## src/rtl/keyenable_rpt.sv

```systemverilog
// Keypad enable stage: synchronises N key lines, debounces "any key down",
// emits a one-cycle enable with latched key code, and can auto-repeat while held.
module keyenable_rpt #(
    parameter int NKEYS       = 10,
    parameter int CODEW       = 4,
    parameter int DEBOUNCE    = 4,
    parameter int REPEAT_DLY  = 32,
    parameter int REPEAT_RATE = 8,
    parameter int KEY_POL     = 1
) (
    input  logic             ck,
    input  logic             reset,
    input  logic [NKEYS-1:0] tenkey,
    input  logic             repeat_en,
    output logic             key_enbl,
    output logic [CODEW-1:0] key_code,
    output logic             key_held,
    output logic             multi
);

    localparam int TMAX = (REPEAT_DLY > REPEAT_RATE) ? REPEAT_DLY : REPEAT_RATE;
    localparam int TW   = $clog2(TMAX + 1);

    localparam logic [TW-1:0] DLY_LD   = TW'(REPEAT_DLY);
    localparam logic [TW-1:0] RATE_LD  = TW'(REPEAT_RATE);
    localparam logic [7:0]    DEB_LAST = 8'(DEBOUNCE - 1);

    typedef enum logic [1:0] {
        IDLE,
        HELD,
        REPEAT
    } state_t;

    state_t           state, state_nx;
    logic [TW-1:0]    timer, timer_nx;
    logic [NKEYS-1:0] raw, ke1, ke2;
    logic [7:0]       deb_cnt;
    logic             any;
    logic             press, rel, fire;
    logic [CODEW-1:0] low_idx;
    logic             found, many;

    assign raw = (KEY_POL != 0) ? tenkey : ~tenkey;
    assign any = |ke2;

    always_ff @(posedge ck or negedge reset) begin
        if (!reset) begin
            ke1 <= '0;
            ke2 <= '0;
        end else begin
            ke1 <= raw;
            ke2 <= ke1;
        end
    end

    // Counter runs only while the synchronised level disagrees with key_held.
    always_ff @(posedge ck or negedge reset) begin
        if (!reset) begin
            deb_cnt  <= '0;
            key_held <= 1'b0;
        end else if (any != key_held) begin
            if (deb_cnt == DEB_LAST) begin
                deb_cnt  <= '0;
                key_held <= ~key_held;
            end else begin
                deb_cnt <= deb_cnt + 8'd1;
            end
        end else begin
            deb_cnt <= '0;
        end
    end

    assign press = any & ~key_held & (deb_cnt == DEB_LAST);
    assign rel   = ~any & key_held & (deb_cnt == DEB_LAST);

    always_comb begin
        low_idx = '0;
        found   = 1'b0;
        many    = 1'b0;
        for (int unsigned i = 0; i < NKEYS; i++) begin
            if (ke2[i]) begin
                if (!found) begin
                    low_idx = CODEW'(i);
                    found   = 1'b1;
                end else begin
                    many = 1'b1;
                end
            end
        end
    end

    always_ff @(posedge ck or negedge reset) begin
        if (!reset) begin
            state <= IDLE;
            timer <= '0;
        end else begin
            state <= state_nx;
            timer <= timer_nx;
        end
    end

    // The timer fires on the edge it would decrement from 1 to 0, so a load
    // of N yields a pulse exactly N edges later.
    always_comb begin
        state_nx = state;
        timer_nx = timer;
        fire     = 1'b0;
        case (state)
            IDLE: begin
                if (press) begin
                    state_nx = HELD;
                    timer_nx = DLY_LD;
                end
            end
            HELD, REPEAT: begin
                if (rel) begin
                    state_nx = IDLE;
                    timer_nx = '0;
                end else if (repeat_en) begin
                    if (timer <= TW'(1)) begin
                        fire     = 1'b1;
                        timer_nx = RATE_LD;
                        state_nx = REPEAT;
                    end else begin
                        timer_nx = timer - TW'(1);
                    end
                end
            end
            default: begin
                state_nx = IDLE;
                timer_nx = '0;
            end
        endcase
    end

    always_ff @(posedge ck or negedge reset) begin
        if (!reset) begin
            key_enbl <= 1'b0;
            key_code <= '0;
            multi    <= 1'b0;
        end else begin
            key_enbl <= press | fire;
            if (press) begin
                key_code <= low_idx;
                multi    <= many;
            end
        end
    end

endmodule

```

## config.mk

```make
export PLATFORM = sky130hd
export DESIGN_NAME = keyenable_rpt
export DESIGN_NICKNAME = d
export VERILOG_FILES = /design/src/rtl/keyenable_rpt.sv
export SDC_FILE = /design/constraint.sdc
export NUM_CORES = 1
export LEC_CHECK = 0
export ABC_AREA = 1
export CAP_MARGIN = 20
export CORE_UTILIZATION = 25
export CTS_BUF_LIST = sky130_fd_sc_hd__clkbuf_8 sky130_fd_sc_hd__clkbuf_16
export DETAILED_ROUTE_END_ITERATION = 7
export PLACE_DENSITY_LB_ADDON = 0.1
export SYNTH_ARGS = -nofsm -noshare
export SYNTH_HDL_FRONTEND = slang
export SYNTH_SLANG_ARGS = --single-unit
```

## constraint.sdc

```tcl
create_clock -name ck -period 4.4 [get_ports ck]
set_clock_uncertainty 0.2 [all_clocks]
set_input_delay 0.88 -clock ck [delete_from_list [all_inputs] [get_ports ck]]
set_output_delay 0.88 -clock ck [all_outputs]
set_load 0.01 [all_outputs]
```

==> metrics <==
status finished clean; initial antenna violation count 0; setup ws final 2.026 ns; Max H-tree Level 2; Seq/Total Area, Yosys between 50% and 60%; HP Start ke1[6]; initial core utilization around a quarter; cell area after synthesis just under 2000 um^2; Startpoint Class register; final slew viol count 0; Nets 263; pin slew with the least headroom to its limit 0.4388 ns; switching part of the total between 30% and 40%; Worst Reg2Reg Path Length in Cells 14; Core Footprint between 7000 and 8000 um^2; CTS buffer count 5; # hold bufs at CTS 0; Worst slew margin a little over two thirds; Post-CTS Setup Bufs 0; Clock power frac 26.5%; Residual DRC 0; setup TNS 0 ns; Vias around 1400; worst r2r dst state[1]; cells after synthesis 216; Post-synth top flop dfrtp_1; Tot GR Track Use 9.472%; crit path DAT 2.41 ns; crit path time final 2.374 ns; final wirelength 3484 um; RSZ-0062 raised after global routing no; Final Power 0.001130 W; Detailed Route Iter0 Violations 35; synthesized area per cell between 9 and 10 um^2; die area 8196 um^2; Crit. End Element register; Hold Fails Final Rpt 0; Yosys warnings 0; power share of the sequential group 42.0%; CTS Sinks 43; clock transition at the registers of the reported paths roughly 0.090 ns; IO Port Bufs 19; Worst EP required ~4.4 ns; cell leakage power around 1.1 nW; count of different cell masters after synthesis 27; register-to-register setup slack 2.03 ns; Top Ports 20; Max Fclk 421.2 MHz; Die Wd 90.53 um; vias in the first global route 1297; Synth-to-Final Area Change 21.65%; maximum clock path buffer count 2; Crit Path Category reg2reg; VDD IR max 0.1320 mV; Int Pwr between 0.0007 and 0.0008 W; Reg2Reg Launch Point ke2[1]; remaining global-route overflow 0; number of vias per cell 3.982; Post-synth EDFFs 0; max cap viols 0; Psw ~0.00038 W; Gates resized, CTS repair 0; HPWL after DPL 2507 um; Worst Hold Class reg2reg; Rows 31; hold endpoint ke2[6]; first-pass GRT wire length 6120 um; Async SR Flop Fraction 100.0%; layout cells sized above 1 10.33%; synthesized net count 237; DRT Pass-1 Iters 4; CP Max Fanout 11; Hold Path Depth 0; chip height just over 90 um; Final ANT Viol Nets 0; setup violators final 0; WL/cell 10.22 um; combinational share of power about a third; Pwr per Cell Area 474.1 nW/um^2; worst slack at placement 2.007 ns; clock latency on the worst-skew pair approximately 0.29 ns; largest net degree at the start of global routing 44; Synth Register Bits 43; Root Driver clkbuf_8; fin crit share 53.96%; Antenna Cells 0; Placer Congestion 0.7088; CTS tree built
==> critical path, stage by stage (launching register included) <==
cell,delay [ns]
dfrtp_1,0.40
nor2_1,0.19
nand2_1,0.15
nor2_1,0.19
nand2_1,0.09
nor2_1,0.13
inv_1,0.06
ha_1,0.20
nand3_4,0.15
nand2_2,0.06
nand2_2,0.20
inv_1,0.12
nand2_1,0.09
nand2_1,0.05
nand2_1,0.05
==> power by group through the flow <==
stage	Clock [W]	Sequential [W]	Combinational, W
after global placement	0	0.000485	0.000369
after floorplan	0	0.000475	0.000292
after CTS	0.000319	0.000475	0.000361
final	0.000300	0.000475	0.000356
after detailed placement	0	0.000482	0.000358
after global routing	0.000338	0.000481	0.000410
==> synth_stat cells (3+ instances only) <==
cell | instances | area share (%)
ha_1 | 8 | 5.1
inv_1 | 24 | 4.6
nor2_1 | 26 | 5.0
inv_2 | 4 | 0.77
nand3_1 | 14 | 3.6
xor2_1 | 3 | 1.3
nand2_2 | 3 | 0.96
o21ai_0 | 7 | 1.8
a21oi_1 | 8 | 2.0
nand2_1 | 54 | 10
dfrtp_1 | 43 | 55
==> kinds of logic (layout without fill, tap and decap cells) <==
| logic type | count (synthesis) | in the layout | share of synthesized area, % |
|---|---|---|---|
| simple gates | 112 | 112 | 26.76 |
| buf+inv | 29 | 55 | 5.939 |
| xor+xnor | 4 | 4 | 1.788 |
| fa+ha+maj | 8 | 8 | 5.109 |
| flops | 43 | 43 | 54.92 |
| compound gates | 20 | 20 | 5.492 |
==> cell usage in the layout, fill, tap and decap left out, types with 2 or more instances in the layout <==
cell,count
nand4_1,2
nand2_1,54
nor3b_1,2
xor2_1,3
inv_2,4
o21ai_0,7
nor2_1,26
nand3_1,14
o21ai_1,2
nand2_2,3
clkbuf_8,5
ha_1,8
nor2_4,2
nand3_2,2
dfrtp_1,43
clkdlybuf4s50_1,18
a21oi_1,8
or2_2,2
inv_1,24
==> sequential cells by signal, summed over array words and instances (netlist names) <==
name      count
state         2
key_code      4
key_enbl      1
timer         6
ke2          10
ke1          10
deb_cnt       8
multi         1
key_held      1
==> cell type report <==
| cell class | instances | area, um^2 |
|---|---|---|
| fillers | 751 | 5025 |
| flip-flops and latches | 43 | 1076 |
| multi-input cells | 144 | 767.0 |
| repair buffers | 20 | 205.2 |
| well taps | 99 | 123.9 |
| inverters | 28 | 105.1 |
| clock buffers | 5 | 68.82 |
| clock inverters | 2 | 37.54 |
==> per-layer routing <==
| layer | track usage [%] | vias to the layer above | wire, um |
|---|---|---|---|
| li1 | - | 727 | - |
| met1 | 13.21 | 605 | 1784 |
| met2 | 13.51 | 21 | 1502 |
| met3 | 2.778 | 5 | 142 |
| met4 | 4.032 | 0 | 54 |
| met5 | 0 | - | 0 |
==> worst max path at each step <==
stage	from	to	slack, ns	cells after the start
floorplan	ke2[1]	timer[5]	2.34	14
global placement	ke2[0]	state[1]	2.03	14
detailed placement	ke2[1]	state[1]	2.01	14
CTS	ke2[1]	state[1]	1.98	14
global route	ke2[1]	state[1]	1.79	14
finish	ke2[1]	state[1]	2.03	14
==> through the flow <==
| step | instances | utilization [%] | hold slack (ns) | instance area, um^2 |
|---|---|---|---|---|
| floorplan | 216 | - | 0.1312 | 1959 |
| finish | 341 | 32.17 | 0.1514 | 2384 |
| detailed placement | 333 | 30.47 | 0.1347 | 2257 |
| global route | 341 | 32.17 | 0.1607 | 2384 |
| global placement | 333 | 30.47 | 0.1325 | 2257 |
| CTS | 340 | 31.90 | 0.1554 | 2364 |
No activity file was read; power rests on OpenSTA's default activity.
